<file path="src/rtl/uart_cmd_sequencer.sv">
// ============================================================================
//  Module      : uart_cmd_sequencer
//  Description : Command FIFO and read-response tracker feeding the UART
//                command FSM, with a read-data timeout.
//  Revision    : 1.0 - initial release
// ============================================================================
`default_nettype none

module uart_cmd_sequencer #(
    parameter int CMD_WIDTH  = 16,
    parameter int READ_WIDTH = 8,
    parameter int DEPTH      = 8,
    parameter int TIMEOUT    = 100000
) (
    input  logic                     clk,
    input  logic                     rst,
    input  logic [CMD_WIDTH-1:0]     push_cmd,
    input  logic                     push_vld,
    output logic                     push_rdy,
    output logic [CMD_WIDTH-1:0]     cmd_in,
    output logic                     cmd_vld,
    input  logic                     cmd_rdy,
    input  logic                     read_rdy,
    input  logic [READ_WIDTH-1:0]    read_data,
    output logic [READ_WIDTH-1:0]    rsp_data,
    output logic                     rsp_vld,
    output logic                     rsp_err,
    input  logic                     rsp_rdy,
    output logic [$clog2(DEPTH):0]   level
);

    localparam int AW = $clog2(DEPTH);
    localparam int TW = $clog2(TIMEOUT);

    localparam logic [1:0]    c_IDLE     = 2'd0;
    localparam logic [1:0]    c_ISSUE    = 2'd1;
    localparam logic [1:0]    c_WAIT_RD  = 2'd2;
    localparam logic [1:0]    c_RSP_HOLD = 2'd3;
    localparam logic [AW:0]   c_FULL     = (AW+1)'(DEPTH);
    localparam logic [TW-1:0] c_TMO_LAST = TW'(TIMEOUT - 1);

    logic [CMD_WIDTH-1:0]  r_mem [DEPTH];
    logic [AW-1:0]         r_wr_ptr;
    logic [AW-1:0]         r_rd_ptr;
    logic [AW:0]           r_level;
    logic [1:0]            r_state;
    logic [1:0]            w_next_state;
    logic [TW-1:0]         r_timer;
    logic [READ_WIDTH-1:0] r_rsp_data;
    logic                  r_rsp_vld;
    logic                  r_rsp_err;
    logic                  w_full;
    logic                  w_push;
    logic                  w_pop;
    logic                  w_is_read;
    logic                  w_timeout;

    assign w_full    = (r_level == c_FULL);
    assign push_rdy  = !w_full && !rst;
    assign cmd_vld   = (r_state == c_ISSUE);
    assign cmd_in    = r_mem[r_rd_ptr];
    assign w_push    = push_vld && push_rdy;
    assign w_pop     = cmd_vld && cmd_rdy;
    assign w_is_read = cmd_in[CMD_WIDTH-1];
    assign w_timeout = (r_timer == c_TMO_LAST);
    assign level     = r_level;
    assign rsp_data  = r_rsp_data;
    assign rsp_vld   = r_rsp_vld;
    assign rsp_err   = r_rsp_err;

    // Storage needs no reset: occupancy alone decides what is valid.
    always_ff @(posedge clk) begin
        if (w_push) begin
            r_mem[r_wr_ptr] <= push_cmd;
        end
    end

    always_ff @(posedge clk) begin
        if (rst) begin
            r_wr_ptr <= '0;
            r_rd_ptr <= '0;
            r_level  <= '0;
        end else begin
            if (w_push) begin
                r_wr_ptr <= r_wr_ptr + AW'(1);
            end
            if (w_pop) begin
                r_rd_ptr <= r_rd_ptr + AW'(1);
            end
            case ({w_push, w_pop})
                2'b10:   r_level <= r_level + (AW+1)'(1);
                2'b01:   r_level <= r_level - (AW+1)'(1);
                default: r_level <= r_level;
            endcase
        end
    end

    always_ff @(posedge clk) begin
        if (rst) begin
            r_state <= c_IDLE;
        end else begin
            r_state <= w_next_state;
        end
    end

    always_comb begin
        w_next_state = r_state;
        case (r_state)
            c_IDLE: begin
                if (r_level != '0) begin
                    w_next_state = c_ISSUE;
                end
            end
            c_ISSUE: begin
                if (cmd_rdy) begin
                    w_next_state = w_is_read ? c_WAIT_RD : c_IDLE;
                end
            end
            c_WAIT_RD: begin
                if (read_rdy || w_timeout) begin
                    w_next_state = c_RSP_HOLD;
                end
            end
            c_RSP_HOLD: begin
                if (rsp_rdy) begin
                    w_next_state = c_IDLE;
                end
            end
            default: w_next_state = c_IDLE;
        endcase
    end

    // Timer runs only while waiting; read data arriving on the last cycle beats the timeout.
    always_ff @(posedge clk) begin
        if (rst) begin
            r_timer    <= '0;
            r_rsp_data <= '0;
            r_rsp_vld  <= 1'b0;
            r_rsp_err  <= 1'b0;
        end else begin
            r_timer <= (r_state == c_WAIT_RD) ? r_timer + TW'(1) : '0;
            if (r_state == c_WAIT_RD) begin
                if (read_rdy) begin
                    r_rsp_data <= read_data;
                    r_rsp_err  <= 1'b0;
                    r_rsp_vld  <= 1'b1;
                end else if (w_timeout) begin
                    r_rsp_data <= '0;
                    r_rsp_err  <= 1'b1;
                    r_rsp_vld  <= 1'b1;
                end
            end else if ((r_state == c_RSP_HOLD) && rsp_rdy) begin
                r_rsp_vld <= 1'b0;
                r_rsp_err <= 1'b0;
            end
        end
    end

endmodule

`default_nettype wire
</file>
<file path="config.mk">
export PLATFORM = sky130hd
export DESIGN_NAME = uart_cmd_sequencer
export DESIGN_NICKNAME = d
export VERILOG_FILES = /design/src/rtl/uart_cmd_sequencer.sv
export SDC_FILE = /design/constraint.sdc
export NUM_CORES = 1
export LEC_CHECK = 0
export ABC_AREA = 0
export BUFFER_PORTS_ARGS = -buffer_cell sky130_fd_sc_hd__buf_2
export CAP_MARGIN = 20
export CORE_MARGIN = 2
export CORE_UTILIZATION = 55
export CTS_BUF_LIST = sky130_fd_sc_hd__clkbuf_16
export DETAILED_ROUTE_END_ITERATION = 10
export PLACE_DENSITY = 0.72
export SLEW_MARGIN = 20
export SYNTH_ARGS = -nofsm -noshare
export SYNTH_HDL_FRONTEND = slang
export SYNTH_SLANG_ARGS = --single-unit
</file>
<file path="constraint.sdc">
create_clock -name clk -period 3.3 [get_ports clk]
set_clock_uncertainty 0.05 [all_clocks]
set_input_delay 0.495 -clock clk [delete_from_list [all_inputs] [get_ports clk]]
set_output_delay 0.495 -clock clk [all_outputs]
set_load 0.02 [all_outputs]
</file>
==> impl_metrics.py <==
metrics = {
    "synth": {
        "synthSimpleGateAreaFrac": 0.0836,
        "synth_area_sq_mm": 0.00681,
        "avgSynthCellArea_sq_um": 16.6,
        "synth_common_cells": "edfxtp_1, dfxtp_1, mux4_2",
        "synth_edf_count": 128,
        "synth_warnings": 0,
        "async_reset_ff_frac": 0,
        "synth_top_cell_area_share": 0.565,
        "yosysTopAreaCell": "edfxtp_1",
        "synthMostInstantiatedCell": "edfxtp_1",
        "ys_types": 53,
        "synth_seq_cells": 170,
        "ys.flop_type": "edfxtp_1",
        "syn_nets": 446,
        "synth_area_leaders": "edfxtp_1, dfxtp_1, mux4_2",
        "synth_fa_ha_area_frac": 0.0110,
        "synth_xor_area_frac": 0.0206,
        "ys_seq_area_frac": 0.688,
        "synth_top_family_by_area": "multiplexers",
        "synth_compound_area_frac": 0.0399,
        "synthMuxAreaShare": 0.137,
        "synth_cells": 410,
    },
    "setup_path": {
        "arrival_ns": 2.28,
        "startpoint_type": "flop",
        "r2r_setup_slack_ns": 0.66,
        "r2r-end": "level[2]$_SDFFE_PP0P_",
        "cp_num_buf_inv": 1,
        "worstSetupPathType": "flop to output pin",
        "cp-end-kind": "output pin",
        "slowest_delay_ns": 0.79,
        "r2r_start": "level[0]$_SDFFE_PP0P_",
        "path_cells": "mux4_2 -> mux2_2 -> buf_2",
        "worst-path-max-fanout": 13,
        "crit_required_ns": 2.75,
        "reg2reg_depth": 10,
        "cp_slowest_cell": "dfxtp_1",
        "path_delay_family": "multiplexers",
    },
    "sta": {
        "fin_setup_tns_ns": 0,
        "worst_pin_slew_ns": 0.727,
        "setup_slack_ns": 0.472,
        "setup_viol": 0,
        "slew_violations": 0,
        "rsz0062_at_grt": "no",
        "max_freq_mhz": 354,
        "fin_crit_ns": 2.83,
        "hold_viol_final": 0,
        "fin_crit_sh": 0.857,
        "relSlewSlack": 0.515,
    },
    "placed_design": {
        "place_ws_ns": 0.688,
        "io_buffers": 61,
        "gp_congestion": 0.738,
        "hpwl_um": 7530,
        "place_inst": 629,
    },
    "power_and_ir_drop": {
        "p_leak_nw": 2.69,
        "peakVddDrop_uv": 323,
        "pwr_density_cell_mw_per_mm2": 630,
        "power_w": 0.00500,
    },
    "clocking": {
        "ctsHoldBuffers": 0,
        "cts_buffers": 17,
        "cts_max_path_buffers": 2,
        "clock-sinks": 170,
        "htree_levels": 4,
        "cts_resized": 0,
        "post_cts_buffers": 0,
        "cts.clk_slew.worst_paths_ns": 0.06,
        "clk_latency_ns": 0.43,
        "cts_tree": "yes",
        "clockRootBuffer": "clkbuf_16",
    },
    "cells_and_area": {
        "nNetsFinal": 516,
        "fin_util": 0.659,
        "layoutNonFillerInstCount": 661,
        "diodes": 0,
        "drive_gt1_frac": 0.335,
        "areaGrowthSynthToFinish_pct": 16.7,
    },
    "global_route": {
        "overflow": 0,
        "grt_max_degree": 31,
        "antenna_found_initial": 1,
        "grt_pass1_vias": 3726,
        "grt_first_pass_wirelength_um": 19300,
        "gr-usage-all-layers": 0.201,
    },
    "die": {
        "core_area_sq_mm": 0.0121,
        "rows": 40,
        "dieArea_sq_mm": 0.0133,
        "die_h_um": 115,
        "io_pins": 62,
        "fp.dieW_um": 115,
        "initial_core_util": 0.564,
    },
    "route": {
        "firstDrtPassIters": 4,
        "drtIter0Drc": 272,
        "route.detailed.drc": 0,
        "wire_per_inst_um": 18.6,
        "vias": 3712,
        "via_per_inst": 5.62,
        "routed_wl_um": 12300,
        "ant_nets": 0,
    },
    "min_path": {
        "min_to": "r_mem[4][14]$_DFFE_PP_",
        "hold_path_depth": 1,
        "worstHoldPathType": "input port to flop",
        "holdCritStartpoint": "push_cmd[14]",
    },
    "status": {
        "status": "finished, final reports clean",
    },
    "run": {
        "cap_violations": 0,
    },
}
-- through the flow --
step                      cell area [sq um]  hold WS (ns)
after detailed placement               7330         0.399
after global routing                   7940         0.284
after floorplan                        6810         0.363
after CTS                              7940         0.274
final                                  7940         0.292
after global placement                 7330         0.374
-- metal layers --
| metal | vias to the layer above | GRT usage | routed length [um] |
|---|---|---|---|
| met1 | 1851 | 0.242 | 5180 |
| met4 | 2 | 0.0795 | 201 |
| met3 | 17 | 0.0601 | 593 |
| met5 | - | 0 | 12 |
| met2 | 100 | 0.342 | 6280 |
| li1 | 1742 | - | - |
-- power breakdown --
group | internal [W] | leakage (nW) | total (W) | switching (W)
logic | 0.000267 | 0.903 | 0.000545 | 0.000278
registers | 0.00235 | 1.50 | 0.00242 | 0.0000680
clock network | 0.00125 | 0.291 | 0.00203 | 0.000783
total | 0.00387 | 2.69 | 0.00500 | 0.00113
-- worst register-to-register path: stages (launching register included) --
cell and delay (ns):
dfxtp_1 0.37, or4b_1 0.56, and3b_1 0.26, inv_2 0.09, ha_1 0.24, xor2_1 0.19, ha_1 0.17, a21oi_1 0.05
xor2_1 0.16, or3_1 0.30, a21oi_1 0.13
-- cell usage in the layout (no fill, tap or decap), types with 3 or more instances in the layout --
cell,count
clkinvlp_4,5
nand3_1,4
nor4bb_1,3
clkbuf_16,17
dfxtp_1,41
mux2_2,17
buf_2,61
ha_1,6
mux4_2,32
nand2b_1,7
nand4_1,7
nor2_1,27
nor2b_1,3
or3_1,5
xor2_1,13
nand2_1,20
clkinv_2,3
a311oi_1,9
edfxtp_1,128
xnor2_1,3
a21oi_1,19
o21ai_0,6
inv_1,4
buf_4,11
bufinv_16,4
-- worst max path at each step --
stage,startpoint,endpoint,cells after the start
3_3_place_gp,level[0]$_SDFFE_PP0P_,level[2]$_SDFFE_PP0P_,10
5_1_grt,flop,cmd_in[6],4
2_1_floorplan,level[1]$_SDFFE_PP0P_,r_mem[0][0]$_DFFE_PP_,4
4_1_cts,flop,cmd_in[11],4
6_report,flop,cmd_in[15],3
3_5_place_dp,level[0]$_SDFFE_PP0P_,level[2]$_SDFFE_PP0P_,10
-- cell families (layout without fill, tap and decap cells) --
family,Yosys count,count (layout)
AND/OR/NAND/NOR,99,99
buffers and inverters,26,109
AO/OA/AOI/OAI,42,42
XOR/XNOR,16,16
multiplexers,51,51
adder cells (fa/ha/maj),6,6
flip-flops,170,170
-- area by class of cell --
class / instances / area [sq um]
multi-input combinational: 214 / 2000
fill: 856 / 4120
tap: 168 / 210
inverter: 3 / 11.3
timing repair buffer: 74 / 428
clock buffer: 17 / 425
clock inverter: 15 / 184
sequential: 170 / 4690
-- registers in the layout (all words and copies together), names as in the netlist, named ones only --
register and cells:
level 4, r_mem 128, r_rd_ptr 3, r_state 1, r_timer 17, r_wr_ptr 3
rsp_data 8, rsp_err 1, rsp_vld 1
Power figures use the tool's default switching activity.
